$ cat src/rtl/div_operand_feeder_if.sv
// Handshake bundle of the divider operand feeder: pair input stream, split x/y dispatch and status.
// The master view belongs to the feeder; the slave view belongs to its surroundings.
interface div_operand_feeder_if #(
    parameter int width = 64,
    parameter int depth = 4
);
    localparam int CW = $clog2(depth) + 1;

    logic [width-1:0] in_x;
    logic [width-1:0] in_y;
    logic             in_vld;
    logic             in_rdy;
    logic [width-1:0] x;
    logic [width-1:0] y;
    logic             data_x_vld;
    logic             data_x_rdy;
    logic             data_y_vld;
    logic             data_y_rdy;
    logic             dz_err;
    logic [CW-1:0]    count;

    modport master (
        input  in_x, in_y, in_vld, data_x_rdy, data_y_rdy,
        output in_rdy, x, y, data_x_vld, data_y_vld, dz_err, count
    );

    modport slave (
        output in_x, in_y, in_vld, data_x_rdy, data_y_rdy,
        input  in_rdy, x, y, data_x_vld, data_y_vld, dz_err, count
    );
endinterface

$ cat src/rtl/div_operand_feeder.sv
// Buffers (dividend, divisor) pairs and hands the head to the divider's independent x/y handshakes;
// zero-divisor pairs are dropped without dispatch and reported on dz_err.
module div_operand_feeder #(
    parameter int width = 64,
    parameter int depth = 4
) (
    input  logic                clk,
    input  logic                asyn_reset_n,
    div_operand_feeder_if.master bus
);
    localparam int AW = $clog2(depth);
    localparam logic [AW:0]   L_FULL    = (AW+1)'(depth);
    localparam logic [AW:0]   L_CNT_ONE = (AW+1)'(1'b1);
    localparam logic [AW:0]   L_CNT_ZERO = {(AW+1){1'b0}};
    localparam logic [AW-1:0] L_PTR_ONE = AW'(1'b1);
    localparam logic [AW-1:0] L_PTR_ZERO = {AW{1'b0}};

    typedef enum logic [0:0] {IDLE = 1'b0, ISSUE = 1'b1} state_t;

    typedef struct packed {
        logic [width-1:0] x;
        logic [width-1:0] y;
    } pair_t;

    pair_t         r_mem [depth];
    logic [AW-1:0] r_wp;
    logic [AW-1:0] r_rp;
    logic [AW:0]   r_count;
    logic          r_sent_x;
    logic          r_sent_y;
    logic          r_dz_err;
    logic          r_in_rdy;
    state_t        r_state;

    pair_t         w_head;
    logic          w_head_valid;
    logic          w_y_zero;
    logic          w_x_vld;
    logic          w_y_vld;
    logic          w_x_hs;
    logic          w_y_hs;
    logic          w_push;
    logic          w_pop_ok;
    logic          w_pop_dz;
    logic          w_pop;
    logic [AW:0]   w_count_next;

    // ISSUE state is the "FIFO non-empty" flag, so the head is only trusted in ISSUE.
    assign w_head       = r_mem[r_rp];
    assign w_head_valid = (r_state == ISSUE);
    assign w_y_zero     = (w_head.y == {width{1'b0}});
    assign w_x_vld      = w_head_valid && !r_sent_x && !w_y_zero;
    assign w_y_vld      = w_head_valid && !r_sent_y && !w_y_zero;
    assign w_x_hs       = w_x_vld && bus.data_x_rdy;
    assign w_y_hs       = w_y_vld && bus.data_y_rdy;
    assign w_push       = bus.in_vld && r_in_rdy;
    assign w_pop_ok     = w_head_valid && !w_y_zero && (r_sent_x || w_x_hs) && (r_sent_y || w_y_hs);
    assign w_pop_dz     = w_head_valid && w_y_zero;
    assign w_pop        = w_pop_ok || w_pop_dz;

    assign bus.x          = w_head.x;
    assign bus.y          = w_head.y;
    assign bus.data_x_vld = w_x_vld;
    assign bus.data_y_vld = w_y_vld;
    assign bus.in_rdy     = r_in_rdy;
    assign bus.dz_err     = r_dz_err;
    assign bus.count      = r_count;

    // Occupancy after this cycle's push/pop.
    always_comb begin
        w_count_next = r_count;
        if (w_push && !w_pop) begin
            w_count_next = r_count + L_CNT_ONE;
        end else if (!w_push && w_pop) begin
            w_count_next = r_count - L_CNT_ONE;
        end else begin
            w_count_next = r_count;
        end
    end

    // Pair storage; contents need no reset since occupancy gates every read.
    always_ff @(posedge clk) begin
        if (w_push) begin
            r_mem[r_wp] <= pair_t'{x: bus.in_x, y: bus.in_y};
        end
    end

    // Dispatch FSM with pointers, occupancy, per-side sent flags and registered status outputs.
    always_ff @(posedge clk or negedge asyn_reset_n) begin
        if (!asyn_reset_n) begin
            r_state  <= IDLE;
            r_wp     <= L_PTR_ZERO;
            r_rp     <= L_PTR_ZERO;
            r_count  <= L_CNT_ZERO;
            r_sent_x <= 1'b0;
            r_sent_y <= 1'b0;
            r_dz_err <= 1'b0;
            r_in_rdy <= 1'b0;
        end else begin
            case (r_state)
                IDLE: begin
                    if (w_count_next != L_CNT_ZERO) begin
                        r_state <= ISSUE;
                    end else begin
                        r_state <= IDLE;
                    end
                end
                ISSUE: begin
                    if (w_count_next == L_CNT_ZERO) begin
                        r_state <= IDLE;
                    end else begin
                        r_state <= ISSUE;
                    end
                end
                default: begin
                    r_state <= IDLE;
                end
            endcase

            if (w_push) begin
                r_wp <= r_wp + L_PTR_ONE;
            end else begin
                r_wp <= r_wp;
            end

            if (w_pop) begin
                r_rp     <= r_rp + L_PTR_ONE;
                r_sent_x <= 1'b0;
                r_sent_y <= 1'b0;
            end else begin
                r_rp     <= r_rp;
                r_sent_x <= r_sent_x || w_x_hs;
                r_sent_y <= r_sent_y || w_y_hs;
            end

            r_count  <= w_count_next;
            r_in_rdy <= (w_count_next < L_FULL);
            r_dz_err <= w_pop_dz;
        end
    end
endmodule

$ cat src/flat_wrapper.sv
// flat-port wrapper written by rule: the top's interface ports become plain ports
module div_operand_feeder_flat 
#(
    parameter int width = 64,
    parameter int depth = 4
)
  (clk, asyn_reset_n, bus_in_x, bus_in_y, bus_in_vld, bus_data_x_rdy, bus_data_y_rdy, bus_in_rdy, bus_x, bus_y, bus_data_x_vld, bus_data_y_vld, bus_dz_err, bus_count);
  div_operand_feeder_if #(.width(width), .depth(depth)) bus_i ();
  input  logic clk;
  input  logic asyn_reset_n;
  input wire logic [$bits(bus_i.in_x)-1:0] bus_in_x;
  input wire logic [$bits(bus_i.in_y)-1:0] bus_in_y;
  input wire logic [$bits(bus_i.in_vld)-1:0] bus_in_vld;
  input wire logic [$bits(bus_i.data_x_rdy)-1:0] bus_data_x_rdy;
  input wire logic [$bits(bus_i.data_y_rdy)-1:0] bus_data_y_rdy;
  output wire logic [$bits(bus_i.in_rdy)-1:0] bus_in_rdy;
  output wire logic [$bits(bus_i.x)-1:0] bus_x;
  output wire logic [$bits(bus_i.y)-1:0] bus_y;
  output wire logic [$bits(bus_i.data_x_vld)-1:0] bus_data_x_vld;
  output wire logic [$bits(bus_i.data_y_vld)-1:0] bus_data_y_vld;
  output wire logic [$bits(bus_i.dz_err)-1:0] bus_dz_err;
  output wire logic [$bits(bus_i.count)-1:0] bus_count;
  assign bus_i.in_x = bus_in_x;
  assign bus_i.in_y = bus_in_y;
  assign bus_i.in_vld = bus_in_vld;
  assign bus_i.data_x_rdy = bus_data_x_rdy;
  assign bus_i.data_y_rdy = bus_data_y_rdy;
  assign bus_in_rdy = bus_i.in_rdy;
  assign bus_x = bus_i.x;
  assign bus_y = bus_i.y;
  assign bus_data_x_vld = bus_i.data_x_vld;
  assign bus_data_y_vld = bus_i.data_y_vld;
  assign bus_dz_err = bus_i.dz_err;
  assign bus_count = bus_i.count;
  div_operand_feeder #(.width(width), .depth(depth)) u_core (.clk(clk), .asyn_reset_n(asyn_reset_n), .bus(bus_i));
endmodule
$ cat config.mk
export PLATFORM = sky130hd
export DESIGN_NAME = div_operand_feeder_flat
export DESIGN_NICKNAME = d
export VERILOG_FILES = /design/src/rtl/div_operand_feeder_if.sv /design/src/rtl/div_operand_feeder.sv /design/src/flat_wrapper.sv
export SDC_FILE = /design/constraint.sdc
export NUM_CORES = 1
export LEC_CHECK = 0
export BUFFER_PORTS_ARGS = -buffer_cell sky130_fd_sc_hd__buf_2
export CELL_PAD_IN_SITES_DETAIL_PLACEMENT = 1
export CELL_PAD_IN_SITES_GLOBAL_PLACEMENT = 1
export CORE_AREA = 2 2 200 202
export CTS_CLUSTER_DIAMETER = 120
export DETAILED_ROUTE_END_ITERATION = 16
export DIE_AREA = 0 0 202 204
export PLACE_DENSITY = 0.82
export SKIP_LAST_GASP = 1
export SYNTH_ARGS = -nofsm -noshare
export SYNTH_HDL_FRONTEND = slang
export SYNTH_SLANG_ARGS = --single-unit
$ cat constraint.sdc
create_clock -name clk -period 5.3 [get_ports clk]
set_clock_uncertainty 0.2 [all_clocks]
set_input_delay 0.53 -clock clk [delete_from_list [all_inputs] [get_ports clk]]
set_output_delay 0.53 -clock clk [all_outputs]
set_load 0.01 [all_outputs]
==> results of run 1 <==
## cell type report
class | count | area [µm²]
timing repair buffer | 406 | 2790
tap | 525 | 657
clock buffer | 72 | 1440
antenna | 3 | 7.51
multi-input combinational | 189 | 3390
sequential | 524 | 15700
fill | 3169 | 14900
clock inverter | 26 | 335
inverter | 7 | 26.3
## what timing repair did
action                                 in CTS  in global routing
hold buffers                              129                  0
buffers inserted                            0                  0
endpoints found under the hold margin     524                  0
## through the flow
step / power (µW) / cell area, µm² / utilization / std cells / worst slack, ns
2_1_floorplan: 7900 / 19300 / - / 749 / 0.995
3_3_place_gp: 9170 / 21300 / 0.543 / 1522 / 1.25
3_5_place_dp: 9300 / 21300 / 0.543 / 1522 / 1.08
4_1_cts: 13200 / 24300 / 0.621 / 1749 / 0.558
5_1_grt: 13700 / 24300 / 0.621 / 1749 / 0.398
6_report: 13200 / 24300 / 0.621 / 1752 / 0.551
## metal layers
metal / wire [µm] / up-vias / part of all wire / track usage
met1: 18400 / 5081 / 0.40 / 0.301
met3: 3980 / 66 / 0.085 / 0.0700
met4: 1000 / 2 / 0.021 / 0.0654
met5: 13 / - / 0.00028 / 0
li1: - / 4108 / - / -
met2: 23300 / 375 / 0.50 / 0.382
## cell families (layout without fill, tap and decap cells)
family / Yosys count / after routing / synth area share
compound gates: 6 / 6 / 0.00234
xor+xnor: 6 / 6 / 0.00312
fa+ha+maj: 6 / 6 / 0.00390
buf+inv: 36 / 511 / 0.0110
flops: 524 / 524 / 0.814
mux: 130 / 130 / 0.151
other cells: 0 / 3 / 0
simple gates: 41 / 41 / 0.0151
## critical path, delay by kind of cell, from the launching register on
kind | cells | cell delay, ns
multiplexers | 1 | 0.60
flip-flops | 1 | 0.81
AND/OR/NAND/NOR | 5 | 1.56
buffers and inverters | 2 | 0.45
## layout by cell type, fill, tap and decap left out, drive strengths merged, types with 2 or more instances in the layout
master / netlist / layout
clkinvlp: 0 / 2
dfrtp: 12 / 12
bufinv: 0 / 8
ha: 6 / 6
o21ai: 2 / 2
dlygate4sd3: 0 / 129
edfxtp: 512 / 512
nand2: 5 / 5
clkinv: 0 / 15
diode: 0 / 3
and3: 4 / 4
nor4: 17 / 17
nand4: 4 / 4
buf: 20 / 277
mux4: 128 / 128
clkbuf: 9 / 72
inv: 7 / 8
nor2: 7 / 7
a21oi: 2 / 2
xnor2: 5 / 5
## path summary, 6_finish.rpt
kind,start,slack [ns],cells past startpoint,end
max reg2reg,u_core.r_rp[0],1.02,9,u_core.r_state
min,bus_data_x_rdy,0.04,3,u_core.r_sent_x
max in group asynchronous,asyn_reset_n,4.50,2,u_core.r_rp[0]
min in group asynchronous,asyn_reset_n,0.16,2,u_core.r_sent_y
min reg2reg,u_core.r_sent_x,0.35,2,u_core.r_sent_x
max,u_core.r_rp[0],0.55,8,bus_data_x_vld
## registers in the layout (all words and copies together) (netlist names)
register	cells
u_core.r_mem	512
u_core.bus.count	3
u_core.r_rp	2
u_core.r_wp	2
u_core.bus.dz_err	1
u_core.bus.in_rdy	1
u_core.r_sent_x	1
u_core.r_sent_y	1
u_core.r_state	1
## power breakdown
part | internal [µW] | leakage [µW] | total (µW) | switching (µW)
registers | 5230 | 0.00479 | 5560 | 325
clock network | 2290 | 0.000861 | 3850 | 1560
logic | 1680 | 0.00269 | 3740 | 2070
total | 9200 | 0.00834 | 13200 | 3950
==> metrics, run 1 <==
overall routed net length 46700 µm; CP Data Required Time 4.57 ns; chip width roughly 200 µm; DR WL/cell ~27 µm; Clk pin slew, worst setup/hold paths around 0.060 ns; Slowest Stage Delay on Critical Path ~0.81 ns; clock tree root buffer cell clkbuf_16; DRT iter0 DRCs 610; status complete, no violations; Post-Syn Instances between 700 and 800; PortBufs about 270; antenna violations before repair 3; CP Data Arrival Time ~4 ns; Distinct cells, synth 33; Clock Sinks 524; chip height 204 µm; CP max stage cell dfrtp_4; RSZ-0062 raised after global routing false; Slew @ Worst Pin 0.927 ns; DRC Markers 0; vias per cell 5.50; Row Count 73; Core Box Area 39200 µm²; Ports 268; max-slew violations 0; count leader, synth edfxtp_1; Commonest cells post-synth edfxtp_1 (512), mux4_2 (128), dfrtp_1 (12), buf_1 (9), clkbuf_1 (9); syn nets ~900; Final min period 4.75 ns; pwr/cell area roughly 540 nW/µm²; min-delay worst type primary input to register; number of synthesized register bits around 520; final-report setup violation count 0; synthesis-to-layout area growth 26.3%; Setup TNS 0 ns; total gr overflow 0; drt pass-1 iters 4; layout cells sized above 1 0.408; max-cap violations 0; CTS Buf Count 53; ys async rst share 0.0229; CP Capture Type output pin; Worst setup SP type register; first-pass GRT wire length ~70000 µm; post_cts resized 0; worst relative slew slack 0.382; CP Cell Sequence buf_12 -> mux4_2 -> nor4_1 -> nand4_1 -> nor4_4 -> nand2b_1 -> nor2_1 -> buf_2; Final Hold Violating Endpoints 0; Total GRT Usage 0.231; largest net degree at the start of global routing between 70 and 80; Post-synth EDFFs around 500; Ys Warns 0; Max VDD drop around 350 µV; fin crit share 0.896; ys flop type edfxtp_1; Vias between 9000 and 10000; CTS max path bufs 3; TritonCTS clock tree built; crit path kind register to output pin; Max Clk Rate 0.211 GHz; dpl hpwl ~26000 µm; hold slack 0.0425 ns; area of the mapped netlist 19300 µm²; initial core utilization 0.492; Synth area leader edfxtp_1; Synth Area per Inst approximately 26 µm²; Final #Nets roughly 1300; die area between 40000 and 50000 µm²; placer's final routability congestion estimate roughly 0.73; ANT nets after route 0; top cell type's share of synthesized area 0.798; H-Tree Depth 2; clk_lat worst skew roughly 0.59 ns; maximum fanout along the worst path 27; LEAKAGE around 0.0083 µW; sequential area share after synthesis 0.814; leading post-synthesis cells by cell area edfxtp_1 (80%), mux4_2 (15%), dfrtp_1 (1.6%); vias in the first global route about 11000
(Power assumes the default switching activity.)
==> run 2, diff against run 1 <==
--- a/config.mk
+++ b/config.mk
@@ -13,6 +13,7 @@
 export DETAILED_ROUTE_END_ITERATION = 16
 export DIE_AREA = 0 0 202 204
 export PLACE_DENSITY = 0.82
+export REMOVE_ABC_BUFFERS = 1
 export SKIP_LAST_GASP = 1
 export SYNTH_ARGS = -nofsm -noshare
 export SYNTH_HDL_FRONTEND = slang
==> metrics, run 2 (synthesis results as in run 1) <==
status complete, no violations; worst relative slew slack 0.360 (-0.0225); initial core utilization 0.492 (unchanged); Slowest Stage Delay on Critical Path 0.82 ns (about the same); overall routed net length 44000 µm (-5.8%); DRC Markers 0 (unchanged); Vias 9474 (-1.6%); fill count 3250 (+2.6%); buffers and inverters on the worst path 2 (unchanged); final-report setup violation count 0 (unchanged); dpl hpwl 25000 µm (-3.0%); pwr/cell area 533 nW/µm² (-1.3%); TritonCTS clock tree built; DR WL/cell 25.1 µm (-5.7%); first-pass GRT wire length 66800 µm (-4.7%); drt pass-1 iters 4 (unchanged); chip width 202 µm (unchanged); CP Data Required Time 4.57 ns (about the same); Worst setup SP type register; Clock Sinks 524 (unchanged); placed insts 1525 (+0.20%); Final Hold Violating Endpoints 0 (unchanged); final instance area 24300 µm² (-0.16%); post_cts resized 0 (unchanged); Final #Nets 1323 (+0.23%); max-cap violations 0 (unchanged); Core Box Area 39200 µm² (unchanged); Total GRT Usage 0.220 (-0.0115); Max VDD drop 360 µV (+2.5%); H-Tree Depth 2 (unchanged); layout cells sized above 1 0.408 (about the same); LEAKAGE 0.00832 µW (-0.21%); Final min period 4.72 ns (-0.0317 ns); maximum fanout along the worst path 30 (+11%); Clk pin slew, worst setup/hold paths 0.06 ns (about the same); synthesis-to-layout area growth 26.1%; total gr overflow 0 (unchanged); vias in the first global route 10500 (-1.8%); most common cell after layout, fill and taps aside edfxtp_1; min-delay worst type primary input to register; antenna violations before repair 3 (unchanged); placer's final routability congestion estimate 0.718 (-1.8%); CP Capture Type output pin; CP max stage cell dfrtp_4; vias per cell 5.41 (-1.5%); clk_lat worst skew 0.59 ns (about the same); Non-Filler Instances 1750 (-0.11%); PortBufs 267 (unchanged); die area 41200 µm² (unchanged); max-slew violations 0 (unchanged); Max Clk Rate 0.212 GHz (+0.67%); Slew @ Worst Pin 0.960 ns (+0.0337 ns); chip height 204 µm (unchanged); Setup TNS 0 ns (unchanged); delay-heaviest family, CP simple AND/OR/NAND/NOR gates; clock tree root buffer cell clkbuf_16; CTS Buf Count 53 (unchanged); most frequent cells in the layout edfxtp_1 (512), buf_2 (267), dlygate4sd3_1 (129); fin crit share 0.890 (-0.00598); largest net degree at the start of global routing 129 (+72%); DRT iter0 DRCs 521 (-15%); max FFs per register 512 (unchanged); Largest Register u_core.r_mem; crit path kind register to output pin; CP Cell Sequence buf_4 -> mux4_2 -> nor4_1 -> nand4_1 -> nor4_4 -> nand2b_1 -> nor2_1 -> buf_2; ANT nets after route 0 (unchanged); RSZ-0062 raised after global routing false; dpl cell area 21300 µm² (+0.17%); Row Count 73 (unchanged); CP Data Arrival Time 3.99 ns (-0.03 ns); Ports 268 (unchanged); CTS max path bufs 3 (unchanged)
-- run 2: cell count changes in the layout (fill, tap and decap cells not counted) --
cell       previous run  this run
buf_12                7         8
clkbuf_1             17        13
clkinv_1              6         9
bufinv_16             8         6
buf_4                 3         5
clkinv_2              8         6
-- run 2: tightest hold or removal path: stages --
cell and delay (ns):
buf_2 0.11, a21oi_1 0.06, nor2_1 0.09
-- run 2: through the flow --
step / power [µW] / util / hold WS, ns / setup slack [ns]
after detailed placement: 9320 / 0.543 / 0.230 / 1.15
after CTS: 13100 / 0.620 / 0.0175 / 0.530
after global routing: 13500 / 0.620 / 0.0361 / 0.395
final: 13000 / 0.620 / 0.0496 / 0.582
after floorplan: 8030 / - / 0.0344 / -2.25
after global placement: 9200 / 0.543 / 0.220 / 1.28
-- run 2: report_power, final --
part | switching [µW] | total [µW] | leakage, µW | internal (µW)
logic | 2040 | 3740 | 0.00271 | 1700
clock network | 1500 | 3680 | 0.000824 | 2180
registers | 311 | 5540 | 0.00479 | 5230
total | 3850 | 13000 | 0.00832 | 9110
-- run 2: what timing repair did --
item                                   CTS  global route
endpoints found under the hold margin  524             0
hold buffers                           129             0
setup buffers                            0             0
-- run 2: final timing paths --
path	startpoint	to	slack, ns	cells past startpoint
max in group asynchronous	asyn_reset_n	u_core.r_rp[1]	4.48	2
min reg2reg	u_core.r_wp[0]	u_core.r_wp[0]	0.34	1
min in group asynchronous	asyn_reset_n	u_core.r_rp[0]	0.17	2
max	u_core.r_rp[0]	bus_data_x_vld	0.58	8
min	bus_data_y_rdy	u_core.r_sent_y	0.05	3
max reg2reg	u_core.r_rp[0]	u_core.r_state	1.10	9
-- run 2: cell type report --
class,instances,area [µm²],share of cell area
sequential,524,15700,0.646
multi-input combinational,189,3390,0.140
timing repair buffer,409,2830,0.116
clock buffer,68,1430,0.0587
tap,525,657,0.0270
clock inverter,25,277,0.0114
inverter,7,26.3,0.00108
antenna,3,7.51,0.000309
-- run 2: routing by layer --
metal	GRT usage	vias up	part of all wire
met3	0.0614	63	0.070
met4	0.0593	0	0.022
li1	-	4106	-
met2	0.362	322	0.51
met5	0	-	0
met1	0.291	4983	0.40
==> run 3, diff against run 2 <==
--- a/config.mk
+++ b/config.mk
@@ -12,7 +12,7 @@
 export CTS_CLUSTER_DIAMETER = 120
 export DETAILED_ROUTE_END_ITERATION = 16
 export DIE_AREA = 0 0 202 204
-export PLACE_DENSITY = 0.82
+export PLACE_DENSITY = 0.77
 export REMOVE_ABC_BUFFERS = 1
 export SKIP_LAST_GASP = 1
 export SYNTH_ARGS = -nofsm -noshare
==> metrics, run 3 (synthesis results as in run 1) <==
DRC Markers 0 (unchanged); CP Data Required Time 4.57 ns (about the same); synthesis-to-layout area growth 26.0%; Post-CTS Setup Bufs 0 (unchanged); power share of the clock group 0.280 (-0.004); final core utilization 0.619 (-0.000767); placed insts 1524 (-0.066%); LEAKAGE 0.00831 µW (-0.15%); r2r endpoint u_core.r_state; vias in the first global route 10600 (+0.49%); CTS max path bufs 3 (unchanged); DRT iter0 DRCs 531 (+1.9%); CP max stage cell dfrtp_4; CP Capture Type output pin; layout cells sized above 1 0.408 (about the same); PortBufs 267 (unchanged); Worst setup SP type register; overall routed net length 43800 µm (-0.36%); Final min period 4.55 ns (-0.172 ns); Final #Nets 1323 (unchanged); dpl hpwl 25400 µm (+1.3%); Slowest Stage Delay on Critical Path 0.65 ns (-0.17 ns); most frequent cells in the layout edfxtp_1 (512), buf_2 (267), dlygate4sd3_1 (129); H-Tree Depth 2 (unchanged); chip height 204 µm (unchanged); first-pass GRT wire length 66700 µm (-0.21%); Slew @ Worst Pin 1.05 ns (+0.0849 ns); buffers and inverters on the worst path 2 (unchanged); Non-Filler Instances 1752 (+0.11%); placer's final routability congestion estimate 0.737 (+2.6%); max-cap violations 0 (unchanged); area of the multi-input gates 3390 µm² (unchanged); hold path depth 3 (unchanged); switching pwr 3850 µW (about the same); Final Hold Violating Endpoints 0 (unchanged); crit path kind register to output pin; Reg2Reg Launch Point u_core.r_rp[0]; Total GRT Usage 0.218 (-0.00125); CP Cell Sequence buf_4 -> mux4_2 -> nor4_2 -> nand4_1 -> nor4_4 -> nand2b_1 -> nor2_1 -> buf_2; switch share 0.299 (+0.00227); post_cts resized 0 (unchanged); antenna violations before repair 4 (+1); final-report setup violation count 0 (unchanged); final instance area 24300 µm² (-0.12%); maximum fanout along the worst path 21 (-30%); CP Data Arrival Time 3.82 ns (-0.17 ns); Max VDD drop 336 µV (-6.7%); Largest Register u_core.r_mem; Reg2Reg Depth 9 (unchanged); Hold Path End u_core.r_sent_x; dpl cell area 21300 µm² (about the same); delay-heaviest family, CP simple AND/OR/NAND/NOR gates; Max Clk Rate 0.220 GHz (+3.8%); CTS Buf Count 54 (+1.9%); DR WL/cell 25.0 µm (-0.48%); RSZ-0062 raised after global routing false; fill count 3282 (+0.98%); total gr overflow 0 (unchanged); status complete, no violations; drt pass-1 iters 5 (+1); most common cell after layout, fill and taps aside edfxtp_1; pwr/cell area 530 nW/µm² (-0.55%); max FFs per register 512 (unchanged); Place WS 1.25 ns (+0.0997 ns); min-delay worst type primary input to register; Comb power frac 0.293 (+0.004); clock tree root buffer cell clkbuf_16; CTS Hold Bufs 129 (unchanged); Reg area 15700 µm² (unchanged); ANT nets after route 0 (unchanged); Reg power frac 0.427 (about the same); largest net degree at the start of global routing 129 (unchanged); Ports 268 (unchanged); Setup TNS 0 ns (unchanged); worst hold start bus_data_x_rdy; Clock Sinks 524 (unchanged); Row Count 73 (unchanged); R2R Setup Slk 1.24 ns (+0.14 ns); clk_lat worst skew 0.59 ns (about the same); Internal 9020 µW (-1.0%); die area 41200 µm² (unchanged); chip width 202 µm (unchanged); Clk pin slew, worst setup/hold paths 0.06 ns (about the same); fin crit share 0.858 (-0.0325); max-slew violations 0 (unchanged); Vias 9430 (-0.46%); initial core utilization 0.492 (unchanged); Core Box Area 39200 µm² (unchanged); worst setup margin 0.754 ns (+0.172 ns); TritonCTS clock tree built; vias per cell 5.38 (-0.58%); worst relative slew slack 0.303 (-0.0566)
==> run 3: cell types whose count changed in the layout (fill, tap and decap cells not counted), moves of 2 or more <==
cell,delta
buf_4,-2
bufinv_16,-3
clkbuf_1,+4
clkinv_2,+2
clkinv_1,-3
clkbuf_8,+3
==> run 3: routing by layer <==
| layer | wire length, µm | GRT usage | vias up |
|---|---|---|---|
| li1 | - | - | 4108 |
| met5 | 13 | 0 | - |
| met3 | 2580 | 0.0542 | 79 |
| met4 | 1030 | 0.0601 | 2 |
| met1 | 18200 | 0.291 | 4937 |
| met2 | 22000 | 0.363 | 304 |
==> run 3: per-stage QoR <==
stage	hold WS (ns)	total power, µW
6_report	0.0693	12900
3_3_place_gp	0.234	9230
5_1_grt	0.0665	13400
3_5_place_dp	0.238	9320
4_1_cts	0.0264	13000
2_1_floorplan	0.0344	8030
==> run 3: worst max path at each step <==
stage	cells after the start	from	to
finish	8	u_core.r_rp[0]	bus_data_x_vld
global placement	9	u_core.r_rp[0]	u_core.r_state
floorplan	8	u_core.r_rp[0]	u_core.r_rp[1]
global route	8	u_core.r_rp[0]	bus_data_x_vld
CTS	8	u_core.r_rp[0]	bus_data_y_vld
detailed placement	9	u_core.r_rp[0]	u_core.r_state
==> run 3: power groups by stage <==
| stage | combinational, µW | sequential [µW] | clock [µW] |
|---|---|---|---|
| 2_1_floorplan | 2200 | 5830 | 0 |
| 3_3_place_gp | 3690 | 5530 | 0 |
| 3_5_place_dp | 3740 | 5580 | 0 |
| 4_1_cts | 3840 | 5500 | 3670 |
| 5_1_grt | 4040 | 5560 | 3830 |
| 6_report | 3770 | 5500 | 3610 |
==> run 3: layout make-up <==
| type | instances | area share |
|---|---|---|
| Inverter | 7 | 0.00108 |
| Sequential cell | 524 | 0.646 |
| Timing Repair Buffer | 408 | 0.117 |
| Clock buffer | 75 | 0.0611 |
| Multi-Input combinational cell | 189 | 0.140 |
| Antenna cell | 3 | 0.000309 |
| Clock inverter | 21 | 0.00763 |
| Tap cell | 525 | 0.0271 |
==> run 3: worst min-delay path: cells and delay by family <==
| kind | cells | cell delay, ns |
|---|---|---|
| AOI/OAI and AO/OA | 1 | 0.07 |
| and+or+nand+nor | 1 | 0.10 |
| buffers and inverters | 1 | 0.09 |
